**src/rtl/uart_tx_arbiter.sv**
```systemverilog
// uart_tx_arbiter: packet-atomic round-robin arbiter that merges N_CH byte streams into one uart_tx stream.
module uart_tx_arbiter #(
  parameter int N_CH = 4,
  parameter bit HEADER_EN = 1'b1,
  parameter int TIMEOUT = 65535
) (
  input  logic                    clk,
  input  logic                    rst,
  input  logic [8*N_CH-1:0]       s_axis_tdata,
  input  logic [N_CH-1:0]         s_axis_tvalid,
  input  logic [N_CH-1:0]         s_axis_tlast,
  output logic [N_CH-1:0]         s_axis_tready,
  output logic [7:0]              m_axis_tdata,
  output logic                    m_axis_tvalid,
  input  logic                    m_axis_tready,
  output logic [$clog2(N_CH)-1:0] grant,
  output logic                    busy,
  output logic                    timeout_err
);
  localparam int GW = $clog2(N_CH);
  localparam int CW = $clog2(TIMEOUT + 1);
  localparam logic [1:0] IDLE = 2'd0, HEADER = 2'd1, FORWARD = 2'd2;

  logic [1:0] state_q, state_d;
  logic [GW-1:0] grant_q, grant_d, rr_ptr_q, rr_ptr_d, cand;
  logic [CW-1:0] stall_q, stall_d;
  logic [7:0] data_q, data_d;
  logic valid_q, valid_d;
  logic load_ok, fwd, beat, stall, found;
  int idx;

  always_comb begin
    load_ok = !valid_q || m_axis_tready;
    fwd = state_q == FORWARD;
    beat = fwd && s_axis_tvalid[grant_q] && load_ok;
    stall = fwd && !s_axis_tvalid[grant_q];
    timeout_err = stall && (stall_q == CW'(TIMEOUT - 1));
    s_axis_tready = '0;
    if (fwd) s_axis_tready[grant_q] = load_ok;
    state_d = state_q;
    grant_d = grant_q;
    rr_ptr_d = rr_ptr_q;
    stall_d = (beat || timeout_err) ? '0 : stall ? stall_q + CW'(1) : stall_q;
    valid_d = valid_q && !m_axis_tready;
    data_d = data_q;
    found = 1'b0;
    idx = 0;
    cand = '0;
    if (state_q == IDLE) begin
      // first requester at or after rr_ptr, wrapping modulo N_CH
      for (int i = 0; i < N_CH; i++) begin
        idx = int'(rr_ptr_q) + i;
        cand = GW'(idx >= N_CH ? idx - N_CH : idx);
        if (!found && s_axis_tvalid[cand]) begin
          found = 1'b1;
          grant_d = cand;
          rr_ptr_d = (cand == GW'(N_CH - 1)) ? '0 : cand + GW'(1);
          state_d = HEADER_EN ? HEADER : FORWARD;
        end
      end
    end else if (state_q == HEADER) begin
      if (load_ok) begin
        data_d = {4'hA, 1'b0, 3'(grant_q)};
        valid_d = 1'b1;
        state_d = FORWARD;
      end
    end else if (beat) begin
      data_d = s_axis_tdata[8*grant_q +: 8];
      valid_d = 1'b1;
      state_d = s_axis_tlast[grant_q] ? IDLE : FORWARD;
    end else if (timeout_err) begin
      state_d = IDLE;
    end
  end

  always_ff @(posedge clk or posedge rst) begin
    if (rst) begin
      state_q <= IDLE;
      grant_q <= '0;
      rr_ptr_q <= '0;
      stall_q <= '0;
      data_q <= '0;
      valid_q <= 1'b0;
    end else begin
      state_q <= state_d;
      grant_q <= grant_d;
      rr_ptr_q <= rr_ptr_d;
      stall_q <= stall_d;
      data_q <= data_d;
      valid_q <= valid_d;
    end
  end

  assign m_axis_tdata = data_q;
  assign m_axis_tvalid = valid_q;
  assign grant = grant_q;
  assign busy = state_q != IDLE;
endmodule

```
**config.mk**
```make
export PLATFORM = sky130hd
export DESIGN_NAME = uart_tx_arbiter
export DESIGN_NICKNAME = d
export VERILOG_FILES = /design/src/rtl/uart_tx_arbiter.sv
export SDC_FILE = /design/constraint.sdc
export NUM_CORES = 1
export LEC_CHECK = 0
export CORE_MARGIN = 8
export CORE_UTILIZATION = 36
export DETAILED_ROUTE_END_ITERATION = 16
export DONT_BUFFER_PORTS = 1
export PLACE_DENSITY = 0.6
export SLEW_MARGIN = 20
export SYNTH_ARGS = -nofsm -noshare
export SYNTH_HDL_FRONTEND = slang
export SYNTH_SLANG_ARGS = --single-unit
```
**constraint.sdc**
```tcl
create_clock -name clk -period 3.4 [get_ports clk]
set_clock_uncertainty 0.2 [all_clocks]
set_input_delay 0.68 -clock clk [delete_from_list [all_inputs] [get_ports clk]]
set_output_delay 0.68 -clock clk [all_outputs]
set_load 0.01 [all_outputs]
```
# Yosys cells after proc, flatten, opt, wreduce, memory -nomap -nowiden
# Cells that the tools add are included.
[totals]
reg_bits = 31
input_bits = 43
output_inout_bits = 17
wordCells = 123
[classes]
n_addsub = 12
magnitude_cmp = 10
eq_ne = 10
shift = 1
n_mux = 56
n_bitwise = 2
n_reduce_logical = 26
[op_table]
columns = ["operator", "n"]
rows = [
  ["$mux W2", 26],
  ["$mux W16", 2],
  ["$shiftx A32 B6 Y8", 1],
  ["$mux W8", 3],
  ["$mux W1", 17],
  ["$add A16 B1 Y16 const B", 1],
  ["$eq A16 B16 Y1 const B", 1],
  ["$lt A2 B3 Y1 const B", 5],
  ["$bmux W1 S2", 6],
  ["$eq A2 B2 Y1 const B", 5],
  ["$ge A3 B3 Y1 const B", 3],
  ["$logic_and A1 B1 Y1", 9],
  ["$add A2 B1 Y2 const B", 4],
  ["$reduce_bool A4 Y1", 2],
  ["$sub A2 B1 Y2 const B", 4],
  ["$add A2 B2 Y3 const B", 2],
  ["$logic_not A1 Y1", 6],
  ["$reduce_and A3 Y1", 2],
  ["$reduce_bool A2 Y1", 3],
  ["$ne A5 B1 Y1 const B", 1],
  ["$and A4 B4 Y4", 1],
  ["$mux W4", 1],
  ["$add A2 B1 Y3 const B", 1],
  ["$ge A2 B3 Y1 const B", 1],
  ["9 further kinds", 10],
]

# Longest topological paths before layout
# Gate-level depths: netlist of run 1.
[logic_depth]
ltp_word = 18
mapped_depth = 9

# Least setup slack after synthesis of run 1
# No wires, ideal clock.
[synth_path]
kind = "input port to output port"
from = "input s_axis_tvalid[0]"
to = "output timeout_err"
arrival_ns = 2.264
required_ns = 2.520
path_slack_ns = 0.256
stages = 4
path_buffers = 1
path_cell_list = "buf_2 > mux4_2 > or4b_4 > nor4_1"
[synth_via]
elab_chain_len = 5
[synth_rtl]
columns = ["item", "line_no", "text"]
rows = [
  ["start: declaration", "10", "input logic [N_CH-1:0] s_axis_tvalid,"],
  ["$bmux W1 S2", "36", "stall = fwd && !s_axis_tvalid[grant_q];"],
  ["$mux W1 (not written as such)", "36", ""],
  ["$logic_not A1 Y1", "36", ""],
  ["$logic_and A1 B1 Y1", "36", ""],
  ["$logic_and A1 B1 Y1", "37", "timeout_err = stall && (stall_q == CW'(TIMEOUT - 1));"],
  ["end: declaration", "18", "output logic timeout_err"],
]
# Every way passes these cells. The select of a mux whose other input is x is not followed.

# Worst setup path in the final report of run 1
[layout_path]
from = "register grant_q[0] (netlist: grant[0])"
to = "output timeout_err"
[layout_via]
elab_chain_len = 5
[layout_rtl]
columns = ["item", "line_no", "text"]
rows = [
  ["start: declaration", "25", "logic [GW-1:0] grant_q, grant_d, rr_ptr_q, rr_ptr_d, cand;"],
  ["start signal: assignment", "86", "grant_q <= grant_d;"],
  ["$bmux W1 S2", "36", ""],
  ["$mux W1 (not written as such)", "36", ""],
  ["$logic_not A1 Y1", "36", ""],
  ["$logic_and A1 B1 Y1", "36", ""],
  ["$logic_and A1 B1 Y1", "37", ""],
]
# Every way passes these cells. The select of a mux whose other input is x is not followed.

==> results.py, run 1 <==
metrics = {
    "worst_setup_path": {
        "worst_r2r_path_depth": 7,
        "cp_slowest_cell": "mux4_2",
        "r2r-end": "rr_ptr_q[0]$_DFFE_PP0P_",
        "critPathMaxStageDelay_ps": 560,
        "cp-endpoint": "timeout_err",
        "arrival_ps": 2160,
        "start_kind": "flip-flop",
        "r2r_start": "rr_ptr_q[1]$_DFFE_PP0P_",
        "crit_type": "reg2out",
        "rrSetupSlack_ps": 570,
        "crit_chain": "mux4_2, or4b_4, nor4_1, buf_4",
        "cp_max_fo": 3,
        "worstSetupEndpointType": "primary output",
        "cp_data_required_time_ps": 2520,
        "crit_path_start": "grant[0]$_DFFE_PP0P_",
    },
    "routing": {
        "firstDrtPassIters": 4,
        "vias_per_cell": 5.70,
        "avgRoutedWirePerCell_um": 17.6,
        "postRouteAntennaNets": 0,
        "initialDrtViolationCount": 120,
        "routed_wl_um": 5590,
        "vias": 1812,
        "drc": 0,
    },
    "global_routing": {
        "track_usage_pct": 12.6,
        "gr-total-overflow": 0,
        "antenna_found_initial": 0,
        "grt_pass1_vias": 1744,
        "grt_max_degree": 32,
        "grt_pass1_wl_um": 8980,
    },
    "logic_synthesis": {
        "ys_seq_area_share_pct": 34.3,
        "synth.distinct_cells": 47,
        "syn_area_um2": 2260,
        "synthCells": 240,
        "synth-xor-area-share_pct": 4.25,
        "synthFlopType": "dfrtp_1",
        "ys_ff_latch": 31,
        "async_reset_ff_share_pct": 100,
        "synth.net_count": 289,
        "synthMuxAreaShare_pct": 16.6,
        "yosysWarnings": 0,
        "synth_top_family_by_area": "simple AND/OR/NAND/NOR gates",
        "syn_avg_cell_area_um2": 9.44,
        "synthSimpleGateAreaFrac_pct": 24.3,
        "synth_compound_area_share_pct": 12.6,
        "synthAdderAreaFrac_pct": 3.31,
        "synth_edf_count": 0,
    },
    "pwr": {
        "power_leakage_nw": 1.01,
        "p_per_area_nw_per_um2": 849,
        "p_clk_share_pct": 18.1,
        "max-vdd-ir-drop_v": 0.000422,
        "seq_power_share_pct": 30.1,
        "combPwrFrac_pct": 51.8,
        "swShare_pct": 43.0,
        "internal-power_mw": 1.19,
        "switching_power_uw": 899,
    },
    "finish": {
        "finish.utilization_pct": 39.7,
        "final_layout_size_suffix_gt1_share_pct": 17.0,
        "multi_input_area_um2": 1380,
        "register_area_um2": 776,
        "synthToLayoutAreaGrowth_pct": 8.67,
        "nFillCells": 621,
        "antenna_cells": 0,
        "fin_nets": 289,
    },
    "timing": {
        "rsz0062_at_grt": "no",
        "max_slew.worst_pin.slew_ps": 693,
        "period_share_pct": 89.4,
        "hold_violations": 0,
        "finalWorstSetupSlack_ps": 361,
        "setup_viol": 0,
        "tns_ps": 0,
        "finalMaxSlewViolations": 0,
        "max_freq_mhz": 329,
        "relSlewSlack_pct": 53.4,
        "finalCriticalPeriod_ps": 3040,
    },
    "clock_network": {
        "clkTransAtPathRegs_ps": 70,
        "clockBufferDepth": 2,
        "cts_tree": "done",
        "holdBufCountCts": 0,
        "cts_buffers": 5,
        "cts_sinks": 31,
        "insertion_delay_ps": 280,
        "postCtsSetupRepairBufs": 0,
        "cts-root-buf": "clkbuf_8",
        "cts_resized": 0,
        "htree_levels": 2,
    },
    "die": {
        "dieArea_um2": 9080,
        "num_rows": 29,
        "io_pins": 60,
        "die_x_um": 95.3,
        "die-height_um": 95.3,
        "start_util_pct": 36.5,
        "core_area_um2": 6200,
    },
    "place": {
        "place_ws_ps": 393,
        "port_buffers": 0,
        "place_congestion": 0.821,
        "dp_hpwl_um": 4290,
    },
    "worst_hold_path": {
        "holdCritPathClass": "in2async",
    },
    "status": {
        "outcome": "finished, final reports clean",
    },
    "job": {
        "drv_cap": 0,
    },
}
[flip-flops by register name (all words and copies together), names as in the netlist]
register and flops:
grant 2, m_axis_tdata 8, m_axis_tvalid 1, rr_ptr_q 2
stall_q 16, state_q 2
[power by group through the flow]
stage	clock [mW]	combinational, mW	sequential, mW
final	0.379	1.08	0.628
after CTS	0.390	1.09	0.631
after floorplan	0	0.901	0.612
after global placement	0	1.08	0.633
after global routing	0.409	1.22	0.648
after detailed placement	0	1.09	0.638
[critical path: cells and delay by family, from the launching register on]
kind	cells	cell delay, ps
and+or+nand+nor	2	760
muxes	1	560
DFF	1	380
buffers and inverters	1	180
[layout make-up]
cell class	count	share of cell area, %
Clock inverter	2	1.42
Sequential cell	31	31.5
Clock buffer	6	3.36
Inverter	8	1.22
Tap cell	77	3.91
Multi-Input combinational cell	186	56.1
Timing Repair Buffer	8	2.44
[worst min-delay path by stage]
stage | startpoint | to | cells after the start
6_report | rst | stall_q[10]$_DFFE_PP0P_ | 2
4_1_cts | rst | state_q[1]$_DFFE_PP0P_ | 2
5_1_grt | rst | stall_q[10]$_DFFE_PP0P_ | 2
2_1_floorplan | stall_q[3]$_DFFE_PP0P_ | stall_q[3]$_DFFE_PP0P_ | 1
3_3_place_gp | stall_q[3]$_DFFE_PP0P_ | stall_q[3]$_DFFE_PP0P_ | 1
3_5_place_dp | stall_q[3]$_DFFE_PP0P_ | stall_q[3]$_DFFE_PP0P_ | 1
[layout by cell type, fill, tap and decap left out, types with 2 or more instances in the layout]
cell,instances
a21oi_1,8
or4_1,2
nor2_1,23
o211ai_1,4
and2_1,2
nand2_1,25
nor2b_1,3
nand3_1,12
mux2i_1,6
and4_1,2
o21ai_0,16
ha_1,6
nor4b_1,3
o31ai_1,2
xnor2_1,6
or2_2,3
nor3_1,7
clkbuf_8,6
inv_1,8
a211oi_1,5
nor4_1,7
dfrtp_1,31
mux4_2,13
nand2b_1,6
buf_4,8
mux2_2,2
xor2_1,5
or4b_2,2
[metal layers]
metal	global-route usage, %	vias up	part of all wire (%)
met5	0	-	0
li1	-	874	-
met1	17.2	888	45
met2	18.4	45	46
met3	3.94	5	8.2
met4	4.29	0	1.2
[logic make-up (layout without fill, tap and decap cells)]
family	Yosys count	count (layout)
simple gates	105	105
mux	21	21
buf+inv	23	24
flops	31	31
compound gates	43	43
xor+xnor	11	11
fa+ha+maj	6	6
[metrics by stage]
step | power, mW | cell area (µm²) | cells | hold slack (ps)
floorplan | 1.51 | 2260 | 240 | 288
detailed placement | 1.73 | 2340 | 310 | 322
CTS | 2.11 | 2460 | 318 | 172
finish | 2.09 | 2460 | 318 | 164
global route | 2.28 | 2460 | 318 | 217
global placement | 1.71 | 2340 | 310 | 311
[Yosys cell counts (all sizes together), types with 3 or more instances]
cell | n | area (µm²)
nor4b | 3 | 26.3
mux2i | 6 | 60.1
xnor2 | 6 | 52.6
clkbuf | 6 | 22.5
inv | 8 | 30.0
mux4 | 13 | 293
or2 | 3 | 18.8
nor2 | 24 | 92.6
o21ai | 17 | 85.1
buf | 9 | 55.0
o211ai | 4 | 30.0
nand3 | 12 | 60.1
nand2 | 25 | 93.8
a211oi | 5 | 37.5
a21oi | 8 | 40.0
xor2 | 5 | 43.8
ha | 6 | 75.1
nor2b | 3 | 18.8
dfrtp | 31 | 776
or4b | 3 | 33.8
nand2b | 6 | 37.5
nor4 | 7 | 43.8
nor3 | 8 | 45.0
(Power assumes the default switching activity.)
==> run 2, diff against run 1 <==
--- a/config.mk
+++ b/config.mk
@@ -6,10 +6,10 @@
 export NUM_CORES = 1
 export LEC_CHECK = 0
 export CORE_MARGIN = 8
-export CORE_UTILIZATION = 36
+export CORE_UTILIZATION = 30
 export DETAILED_ROUTE_END_ITERATION = 16
 export DONT_BUFFER_PORTS = 1
-export PLACE_DENSITY = 0.6
+export PLACE_DENSITY = 0.54
 export SLEW_MARGIN = 20
 export SYNTH_ARGS = -nofsm -noshare
 export SYNTH_HDL_FRONTEND = slang
==> run 2 against run 1 <==
Clock power up 2%. Worst setup slack worse by 66 ps. Non-clock buffer count up 1. Sequential share of layout area down 0.44 points.
==> results.py, run 2 (same netlist as run 1, synthesis figures left out) <==
metrics = {
    "status": {
        "outcome": "finished, final reports clean",
    },
    "routing": {
        "vias_per_cell": 5.26,
        "avgRoutedWirePerCell_um": 17.0,
        "routed_wl_um": 5790,
        "postRouteAntennaNets": 0,
        "vias": 1795,
        "initialDrtViolationCount": 134,
        "drc": 0,
        "firstDrtPassIters": 4,
    },
    "timing": {
        "hold_ws_ps": 162,
        "finalCriticalPeriod_ps": 3100,
        "relSlewSlack_pct": 52.7,
        "finalMaxSlewViolations": 0,
        "setup_viol": 0,
        "period_share_pct": 91.3,
        "hold_violations": 0,
        "max_slew.worst_pin.slew_ps": 703,
        "tns_ps": 0,
        "rsz0062_at_grt": "no",
        "max_freq_mhz": 322,
    },
    "pwr": {
        "power_leakage_nw": 1.01,
        "max-vdd-ir-drop_v": 0.000240,
        "p_per_area_nw_per_um2": 850,
    },
    "job": {
        "drv_cap": 0,
    },
    "worst_setup_path": {
        "cp_max_fo": 3,
        "cp_data_required_time_ps": 2520,
        "worstSetupEndpointType": "primary output",
        "arrival_ps": 2220,
        "start_kind": "flip-flop",
        "crit_type": "reg2out",
    },
    "finish": {
        "regMostFlops": "stall_q",
        "design_area_um2": 2500,
        "final_cell_mix": "31 x dfrtp_1, 25 x nand2_1, 23 x nor2_1",
        "nFillCells": 790,
        "final_common_cell": "dfrtp_1",
        "antenna_cells": 0,
        "final_layout_size_suffix_gt1_share_pct": 17.4,
        "largest_reg_flops": 16,
        "fin_nets": 290,
        "synthToLayoutAreaGrowth_pct": 10.2,
        "final_cells": 341,
        "finish.utilization_pct": 34.2,
    },
    "global_routing": {
        "grt_pass1_wl_um": 9060,
        "track_usage_pct": 11.0,
        "antenna_found_initial": 0,
        "grt_pass1_vias": 1781,
        "grt_max_degree": 32,
        "gr-total-overflow": 0,
    },
    "clock_network": {
        "cts_buffers": 5,
        "clockBufferDepth": 2,
        "cts-root-buf": "clkbuf_8",
        "htree_levels": 2,
        "clkTransAtPathRegs_ps": 70,
        "postCtsSetupRepairBufs": 0,
        "cts_resized": 0,
        "insertion_delay_ps": 280,
        "holdBufCountCts": 0,
        "cts_tree": "done",
        "cts_sinks": 31,
    },
    "place": {
        "place_area_um2": 2380,
        "dp_hpwl_um": 4390,
        "place_congestion": 0.815,
        "port_buffers": 0,
        "dpl.cell_count": 333,
    },
    "die": {
        "dieArea_um2": 10600,
        "num_rows": 31,
        "core_area_um2": 7290,
        "start_util_pct": 31.1,
        "die-height_um": 103,
        "die_x_um": 103,
        "io_pins": 60,
    },
    "worst_hold_path": {
        "holdCritPathClass": "in2async",
    },
}
## run 2: changes by cell type in the layout (fill, tap and decap cells not counted)
cell / before / now
buf_4: 8 / 9
## run 2: path summary, 6_finish.rpt
check | cells past startpoint | to | slack (ps) | startpoint
hold reg to reg | 1 | stall_q[3]$_DFFE_PP0P_ | 340 | stall_q[3]$_DFFE_PP0P_
min in group clk | 1 | stall_q[3]$_DFFE_PP0P_ | 340 | stall_q[3]$_DFFE_PP0P_
max in group asynchronous | 2 | grant[0]$_DFFE_PP0P_ | 2550 | rst
setup / recovery | 4 | timeout_err | 300 | grant[0]$_DFFE_PP0P_
hold / removal | 2 | m_axis_tdata[1]$_DFFE_PP0P_ | 160 | rst
setup reg to reg | 7 | rr_ptr_q[0]$_DFFE_PP0P_ | 550 | rr_ptr_q[1]$_DFFE_PP0P_
## run 2: layer usage
metal	up-vias	GRT usage, %	wire [µm]
li1	871	-	-
met4	0	4.34	87
met2	50	17.6	2680
met3	5	2.84	455
met1	869	13.8	2570
met5	-	0	0
## run 2: cell type report
type	instances	area (µm²)	area share (%)
Clock buffer	6	82.6	3.31
Multi-Input combinational cell	186	1380	55.3
Timing Repair Buffer	9	67.6	2.71
Sequential cell	31	776	31.1
Inverter	8	30.0	1.20
Clock inverter	2	35.0	1.40
Tap cell	99	124	4.96
## run 2: metrics by stage
stage | power, mW | worst slack, ps
detailed placement | 1.75 | 394
CTS | 2.14 | 314
global placement | 1.73 | 388
floorplan | 1.51 | 256
global route | 2.31 | 225
finish | 2.12 | 295
## run 2: critical path, stage by stage, from the launching register on
cell     delay [ps]
dfrtp_1         390
mux4_2          560
or4b_4          560
nor4_1          240
buf_4           190
## run 2: power by group
part,internal [mW],total (mW),switching (mW)
registers,0.485,0.632,0.147
clock network,0.237,0.385,0.148
logic,0.476,1.11,0.629
